===== config.mk =====
export PLATFORM = sky130hd
export DESIGN_NAME = uart_frame_loader
export DESIGN_NICKNAME = d
export VERILOG_FILES = /design/src/rtl/uart_frame_loader.sv
export SDC_FILE = /design/constraint.sdc
export NUM_CORES = 1
export LEC_CHECK = 0
export ABC_AREA = 1
export CAP_MARGIN = 20
export CORE_MARGIN = 2
export CORE_UTILIZATION = 35
export DETAILED_ROUTE_END_ITERATION = 10
export PLACE_DENSITY_LB_ADDON = 0.12
export SLEW_MARGIN = 20
export SYNTH_ARGS = -nofsm -noshare
export SYNTH_HDL_FRONTEND = slang
export SYNTH_SLANG_ARGS = --single-unit

===== constraint.sdc =====
create_clock -name CLK100MHZ -period 2.95 [get_ports CLK100MHZ]
set_input_delay 0.295 -clock CLK100MHZ [delete_from_list [all_inputs] [get_ports CLK100MHZ]]
set_output_delay 0.295 -clock CLK100MHZ [all_outputs]
set_load 0.03 [all_outputs]

===== src/rtl/uart_frame_loader.sv =====
// UART receiver and A5 5A framed image loader.
// Writes one grayscale frame into BRAM and flags it once the checksum matches.
module uart_frame_loader #(
  parameter int CLK_FREQ     = 100000000,
  parameter int BAUD_RATE    = 115200,
  parameter int SRC_W        = 320,
  parameter int SRC_H        = 240,
  parameter int TIMEOUT_BITS = 20
) (
  input  logic        CLK100MHZ,
  input  logic        reset_async,
  input  logic        UART_RXD,
  output logic        wr_en,
  output logic [16:0] wr_addr,
  output logic [7:0]  wr_data,
  output logic        frame_ready,
  output logic        loading,
  output logic [2:0]  err_sticky
);

  localparam int CPB        = CLK_FREQ / BAUD_RATE;
  localparam int HALF       = CPB / 2;
  localparam int CW         = $clog2(CPB + 1);
  localparam int FRAME_SIZE = SRC_W * SRC_H;
  localparam int TW         = TIMEOUT_BITS;

  localparam logic [CW-1:0] BIT_END  = CW'(CPB - 1);
  localparam logic [CW-1:0] HALF_END = CW'(HALF - 1);
  localparam logic [CW-1:0] C_ONE    = CW'(1);
  localparam logic [16:0]   LAST     = 17'(FRAME_SIZE - 1);
  localparam logic [TW-1:0] T_ONE    = TW'(1);

  typedef enum logic [1:0] {
    RX_IDLE, RX_START, RX_DATA, RX_STOP
  } rx_state_t;

  typedef enum logic [1:0] {
    HUNT0, HUNT1, PAYLOAD, CHECK
  } ld_state_t;

  logic            rx_s1, rx_s2, rx_prev;
  rx_state_t       rx_st, rx_st_d;
  logic [CW-1:0]   clk_cnt, clk_cnt_d;
  logic [2:0]      bit_idx, bit_idx_d;
  logic [7:0]      shift, shift_d;
  logic            rx_valid, rx_ferr;

  ld_state_t       st, st_d;
  logic [16:0]     cnt, cnt_d;
  logic [7:0]      xacc, xacc_d;
  logic [TW-1:0]   to_cnt, to_cnt_d;
  logic            active, timeout;
  logic            wr_en_d, fr_d, ld_d;
  logic [16:0]     wr_addr_d;
  logic [7:0]      wr_data_d;
  logic [2:0]      err_d;

  // Two-flop synchronizer plus one stage of history for start-edge detect
  always_ff @(posedge CLK100MHZ or posedge reset_async) begin
    if (reset_async) begin
      rx_s1   <= 1'b1;
      rx_s2   <= 1'b1;
      rx_prev <= 1'b1;
    end else begin
      rx_s1   <= UART_RXD;
      rx_s2   <= rx_s1;
      rx_prev <= rx_s2;
    end
  end

  // Receiver state register
  always_ff @(posedge CLK100MHZ or posedge reset_async) begin
    if (reset_async) begin
      rx_st   <= RX_IDLE;
      clk_cnt <= '0;
      bit_idx <= '0;
      shift   <= '0;
    end else begin
      rx_st   <= rx_st_d;
      clk_cnt <= clk_cnt_d;
      bit_idx <= bit_idx_d;
      shift   <= shift_d;
    end
  end

  // Receiver bit timing: mid-bit sampling, false-start and framing checks
  always_comb begin
    rx_st_d   = rx_st;
    clk_cnt_d = clk_cnt;
    bit_idx_d = bit_idx;
    shift_d   = shift;
    rx_valid  = 1'b0;
    rx_ferr   = 1'b0;
    unique case (rx_st)
      RX_IDLE: begin
        if (rx_prev && !rx_s2) begin
          rx_st_d   = RX_START;
          clk_cnt_d = '0;
        end
      end
      RX_START: begin
        if (clk_cnt == HALF_END) begin
          clk_cnt_d = '0;
          bit_idx_d = '0;
          rx_st_d   = rx_s2 ? RX_IDLE : RX_DATA;
        end else begin
          clk_cnt_d = clk_cnt + C_ONE;
        end
      end
      RX_DATA: begin
        if (clk_cnt == BIT_END) begin
          clk_cnt_d = '0;
          shift_d   = {rx_s2, shift[7:1]};
          if (bit_idx == 3'd7) rx_st_d = RX_STOP;
          else bit_idx_d = bit_idx + 3'd1;
        end else begin
          clk_cnt_d = clk_cnt + C_ONE;
        end
      end
      RX_STOP: begin
        if (clk_cnt == BIT_END) begin
          clk_cnt_d = '0;
          rx_st_d   = RX_IDLE;
          if (rx_s2) rx_valid = 1'b1;
          else rx_ferr = 1'b1;
        end else begin
          clk_cnt_d = clk_cnt + C_ONE;
        end
      end
      default: rx_st_d = RX_IDLE;
    endcase
  end

  assign active  = (st == PAYLOAD) || (st == CHECK);
  assign timeout = active && !rx_valid && (to_cnt == '1);

  // Loader state and output registers
  always_ff @(posedge CLK100MHZ or posedge reset_async) begin
    if (reset_async) begin
      st          <= HUNT0;
      cnt         <= '0;
      xacc        <= '0;
      to_cnt      <= '0;
      wr_en       <= 1'b0;
      wr_addr     <= '0;
      wr_data     <= '0;
      frame_ready <= 1'b0;
      loading     <= 1'b0;
      err_sticky  <= '0;
    end else begin
      st          <= st_d;
      cnt         <= cnt_d;
      xacc        <= xacc_d;
      to_cnt      <= to_cnt_d;
      wr_en       <= wr_en_d;
      wr_addr     <= wr_addr_d;
      wr_data     <= wr_data_d;
      frame_ready <= fr_d;
      loading     <= ld_d;
      err_sticky  <= err_d;
    end
  end

  // Header hunt, payload write-through, checksum and inter-byte timeout
  always_comb begin
    st_d      = st;
    cnt_d     = cnt;
    xacc_d    = xacc;
    wr_en_d   = 1'b0;
    wr_addr_d = wr_addr;
    wr_data_d = wr_data;
    fr_d      = frame_ready;
    ld_d      = loading;
    err_d     = err_sticky | {2'b00, rx_ferr};
    to_cnt_d  = (rx_valid || !active) ? '0 : to_cnt + T_ONE;
    if (timeout) begin
      err_d[2] = 1'b1;
      ld_d     = 1'b0;
      st_d     = HUNT0;
    end else if (rx_valid) begin
      unique case (st)
        HUNT0: begin
          if (shift == 8'hA5) st_d = HUNT1;
        end
        HUNT1: begin
          unique case (1'b1)
            (shift == 8'h5A): begin
              st_d   = PAYLOAD;
              cnt_d  = '0;
              xacc_d = '0;
              ld_d   = 1'b1;
            end
            (shift == 8'hA5): st_d = HUNT1;
            default:          st_d = HUNT0;
          endcase
        end
        PAYLOAD: begin
          wr_en_d   = 1'b1;
          wr_addr_d = cnt;
          wr_data_d = shift;
          xacc_d    = xacc ^ shift;
          fr_d      = 1'b0;
          if (cnt == LAST) st_d = CHECK;
          else cnt_d = cnt + 17'd1;
        end
        CHECK: begin
          if (shift == xacc) fr_d = 1'b1;
          else err_d[1] = 1'b1;
          ld_d = 1'b0;
          st_d = HUNT0;
        end
        default: st_d = HUNT0;
      endcase
    end
  end

endmodule


[After elaboration in Yosys (flattened, before gate mapping)]
Cells that the tools add are included.
W data, S select, Z words.
Word-level totals
  bits of input ports: 3
  bits in registers: 104
  output and inout bits: 31
  word-level logic and storage cells: 122
Cells by class
  add/subtract/negate cells: 4
  bitwise operators: 3
  eq/ne operators: 26
  multiplexer cells: 47
  reduce and logical (&&, ||, !) cells: 25
Operator list (count)
  $mux W17: 2
  $pmux W17 S2: 1
  $mux W10: 3
  $pmux W10 S3: 1
  $add A20 B1 Y20 const B: 1
  $eq A20 B20 Y1 const B: 1
  $mux W2: 10
  $mux W20: 1
  $mux W1: 18
  $add A17 B1 Y17 const B: 1
  $eq A17 B17 Y1 const B: 1
  $ne A2 B2 Y1 const B: 8
  $pmux W2 S4: 2
  $pmux W8 S2: 1
  $reduce_and A4 Y1: 3
  $add A10 B1 Y10 const B: 1
  $eq A10 B10 Y1 const B: 1
  $eq A10 B9 Y1 const B: 1
  $reduce_and A5 Y1: 2
  $mux W3: 3
  $reduce_and A3 Y1: 3
  $eq A2 B2 Y1 const B: 4
  $eq A8 B7 Y1 const B: 1
  $eq A8 B8 Y1: 1
  22 further kinds: 34

[Logic depth before layout (Yosys ltp)]
  word-level depth: 8
  gate-level depth with buffers: 12
  gate-level depth less buffers: 12

[Worst setup path after synthesis]
OpenSTA, ideal clock, no wires.
  kind: register -> register
  from: register st[0]
  to: register cnt[0]
  slack: 1.151 ns
  arrival time: 1.686 ns
  path buffers: 0
  stages on the path, launching flop included: 10
  clock period less this slack: 1.799 ns
  required time: 2.837 ns
  setup time: 0.113 ns
  cells stage by stage: dfrtp_1 -> inv_1 -> ha_1 -> clkinv_1 -> nor3_2 -> nor2_4 -> nand2_2 -> nand2_1 -> nand2_1 -> inv_1
On the way
  longest elaborated chain between the ends: 6
  elaborated cells between the ends (all ways): 12
  those cells by class: 5 x eq/ne; 1 x mux; 1 x bitwise; 5 x reduce/logical
Ends and longest elaborated chain
  start: declaration: line 48  | ld_state_t st, st_d;
  start signal: assignment: line 151  | st <= st_d;
  $eq A2 B2 Y1 (on tied branches): line 134, 181
  $logic_or A1 B1 Y1: line 134  | assign active = (st == PAYLOAD) || (st == CHECK);
  $logic_and A1 B1 Y1 (2 in series): line 135  | assign timeout = active && !rx_valid && (to_cnt == '1);
  $not A1 Y1 (no source line)
  $reduce_and A5 Y1 (no source line)
  end signal: assignment: line 152  | cnt <= cnt_d;
  end: declaration: line 49  | logic [16:0] cnt, cnt_d;
Parallel ways exist; a longest one is shown, timed or not.
A chain may end at the register's enable or synchronous reset.

[Worst setup path after layout]
  from: register clk_cnt[0]
  to: register xacc[3]
On the way
  longest elaborated chain between the ends: 8
Ends and longest elaborated chain
  start: declaration: line 43  | logic [CW-1:0] clk_cnt, clk_cnt_d;
  start signal: assignment: line 80  | clk_cnt <= clk_cnt_d;
  $eq A10 B10 Y1 *: line 121  | if (clk_cnt == BIT_END) begin
  $mux W1 *: line 121
  $mux W1 *: line 94  | unique case (rx_st)
  $logic_not A1 Y1: line 135
  $logic_and A1 B1 Y1 (2 in series): line 135
  $not A1 Y1 (no source line)
  $reduce_and A4 Y1 (no source line) *
  end signal: assignment: line 142  | xacc <= '0;
  end signal: assignment: line 153  | xacc <= xacc_d;
  end: declaration: line 50  | logic [7:0] xacc, xacc_d;
Every way passes the cells marked *; elsewhere a longest branch is shown, timed or not.

==> results.tsv <==
stage	metric	value	unit
timing	max-slew-margin-rel	48.0	%
drt	ant_nets	0	
global_route	track_usage	15.6	%
cts	cts.htree.levels	3	
timing	period_minus_slack	2470	ps
logic_synthesis	syn_nets	695	
timing	hold_violations	0	
floorplanning	initial_core_util	35.8	%
floorplanning	die-area	16500	um2
floorplanning	core	15100	um2
timing	finalSetupViolCount	0	
logic_synthesis	synth-simple-area-share	31.4	%
logic_synthesis	yosys.area_share.xor_xnor	2.42	%
critical_path	max_stage_delay	430	ps
power_and_ir_drop	power	3.01	mW
cts	holdBufCountCts	0	
timing	max_freq	404	MHz
cts	post_cts_buffers	0	
logic_synthesis	synth_top_area_share	46.6	%
timing	fin_ws	478	ps
placed_design	dp_slack	469	ps
floorplanning	rows	45	
global_route	grt_start_max_net_pins	71	
placed_design	placement.io_buffers	33	
drt	vias_per_cell	4.85	
logic_synthesis	synth_cell_types	42	
final_layout	fin_cells	908	
critical_path	cp-end-kind	register	
cts	clock_latency	350	ps
power_and_ir_drop	ir_worst_vdd	261	uV
logic_synthesis	yosysTopAreaCell	dfrtp_1	
cts	numCtsBuffers	9	
logic_synthesis	yosysSeqAreaShare	48.1	%
logic_synthesis	synth_compound_area_share	8.84	%
floorplanning	die_h	128	um
placed_design	place_congestion	0.841	
drt	drt_iter0_markers	297	
logic_synthesis	syn-cell-area	5420	um2
cts	cts_tree	done	
critical_path	worstPathCellList	ha_1 > nand3_2 > nor2_1 > nand3_2 > nand2_2 > nor2_4 > nor2_8 > nand3_2 > nand2_1 > nand2_1	
timing	hold_slack	347	ps
logic_synthesis	ys.flop_type	dfrtp_1	
global_route	antenna_found_initial	0	
logic_synthesis	synth_top_family_by_area	simple AND/OR/NAND/NOR gates	
cts	post_cts_resized	0	
logic_synthesis	yosys_warnings	0	
logic_synthesis	synthMuxAreaShare	0.185	%
logic_synthesis	syn_area_per_cell	7.96	um2
timing	rsz0062_at_grt	no	
timing	finalSetupTns	0	ps
floorplanning	dieWidth	128	um
global_route	grt_pass1_vias	4224	
logic_synthesis	synth_area_leaders	dfrtp_1, nand2_1, nor2_1	
logic_synthesis	synthAdderAreaFrac	2.54	%
final_layout	layout.cells.most_common_list	nand2_1, dfrtp_1, nor2_1, inv_1, nand3_1	
cts	cts_sinks	104	
power_and_ir_drop	powerDensity	485	nW/um2
drt	drc	0	
critical_path	path_class	register to register	
timing	finClkSkew	10.1	ps
final_layout	diodes	0	
critical_path	critPathRequiredTime	3190	ps
logic_synthesis	yosys_register_bits	104	
final_layout	postLayoutCoreUtil	41.0	%
critical_path	cpMostUsedCell	nand3_2	
outcome	status	finished clean	
drt	vias	4401	
critical_path	arrival	2710	ps
critical_path	critPathTopFamily	simple AND/OR/NAND/NOR gates	
timing	fin_crit_sh	83.8	%
final_layout	fin_nets	729	
final_layout	fillers	1552	
power_and_ir_drop	power_leakage	2.81	nW
placed_design	placed_cells	892	
final_layout	postLayoutCellArea	6210	um2
placed_design	dp_hpwl	8750	um
logic_synthesis	syn_inst	681	
global_route	grt_pass1_wl	20500	um
placed_design	place_area	5950	um2
global_route	overflow	0	
cts	clk_pin_slew	70	ps
timing	slew_viol_final	0	
cts	clk_path_buf_depth	2	
logic_synthesis	synth_edf_count	0	
logic_synthesis	synth-async-reset-ratio	100	%
drt	drt_pre_antenna_iters	4	
worst_hold_path	hold_class	input pin to register	
final_layout	syn_to_final_growth	14.6	%
critical_path	critPathMaxFanout	32	
drt	drt-total-wl	12200	um
critical_path	worst_path_max_delay_cell	dfrtp_1	
final_layout	drive_gt1_share	6.94	%
floorplanning	ios	34	
flow_run	max_cap_viol_count	0	
critical_path	start_kind	register	
drt	wire_per_inst	13.4	um
cts	root_buffer	clkbuf_16	
final_layout	final_common_cell	nand2_1	
timing	worst_pin_slew	780	ps
critical_path	crit_buf_inv	0	
[worst register-to-register path: stages, from the launching register on]
cell,delay [ps]
dfrtp_1,430
ha_1,280
nand3_2,130
nor2_1,170
nand3_2,120
nand2_2,260
nor2_4,110
nor2_8,380
nand3_2,290
nand2_1,130
nand2_1,50
[cells in the mapped netlist, types with 4 or more instances]
cell type and instances:
nand3_1 45, o21ai_1 11, xor2_1 7, dfrtp_1 101
nor3_1 12, o22ai_1 6, xnor2_1 8, a21oi_1 16
ha_1 11, nand3_2 5, inv_1 68, nor2_1 82
o21ai_0 42, buf_2 6, nor2_4 5, nand2_1 180
nor2_2 4, nand4_1 27, nand2_2 6
[registers in the layout, summed over array words and instances, names as in the netlist, named ones only]
name	count
to_cnt	20
cnt	17
wr_addr	17
clk_cnt	10
shift	8
wr_data	8
xacc	8
bit_idx	3
err_sticky	3
st	2
frame_ready	1
loading	1
rx_prev	1
rx_s1	1
rx_s2	1
rx_st	1
wr_en	1
[layer usage]
metal	GRT usage, %	up-vias	wire (um)
met5	0	-	0
met4	5.56	0	124
met3	3.33	9	312
met2	24.2	56	5590
met1	21.8	2058	6170
li1	-	2278	-
[power by group]
part           switching [mW]  internal (mW)
combinational           0.242          0.123
clock                   0.511          0.597
sequential             0.0579           1.48
total                   0.811           2.20
[worst paths after layout]
path,slack (ps),to,from,cells after the start
setup / recovery,480,xacc[3]$_DFFE_PP0P_,clk_cnt[0]$_DFFE_PP0P_,10
hold / removal,350,rx_s1$_DFF_PP1_,UART_RXD,1
setup reg to reg,480,xacc[3]$_DFFE_PP0P_,clk_cnt[0]$_DFFE_PP0P_,10
hold reg to reg,360,rx_s2$_DFF_PP1_,rx_s1$_DFF_PP1_,0
max in group asynchronous,1770,rx_s1$_DFF_PP1_,reset_async,3
min in group asynchronous,370,clk_cnt[4]$_DFFE_PP0P_,reset_async,2
[logic make-up after synthesis]
kind of cell	count (synthesis)
XOR/XNOR	15
adder cells (fa/ha/maj)	11
buffers and inverters	87
flip-flops	104
AO/OA/AOI/OAI	88
multiplexers	1
AND/OR/NAND/NOR	375
[area by class of cell]
| cell class | instances | area, um2 | area share [%] |
|---|---|---|---|
| flip-flops and latches | 104 | 2610 | 41.9 |
| multi-input cells | 490 | 2460 | 39.6 |
| repair buffers | 37 | 373 | 6.00 |
| inverters | 73 | 278 | 4.47 |
| clock buffers | 15 | 258 | 4.15 |
| well taps | 188 | 235 | 3.78 |
| clock inverters | 1 | 5.00 | 0.0805 |
(Power assumes the default switching activity.)
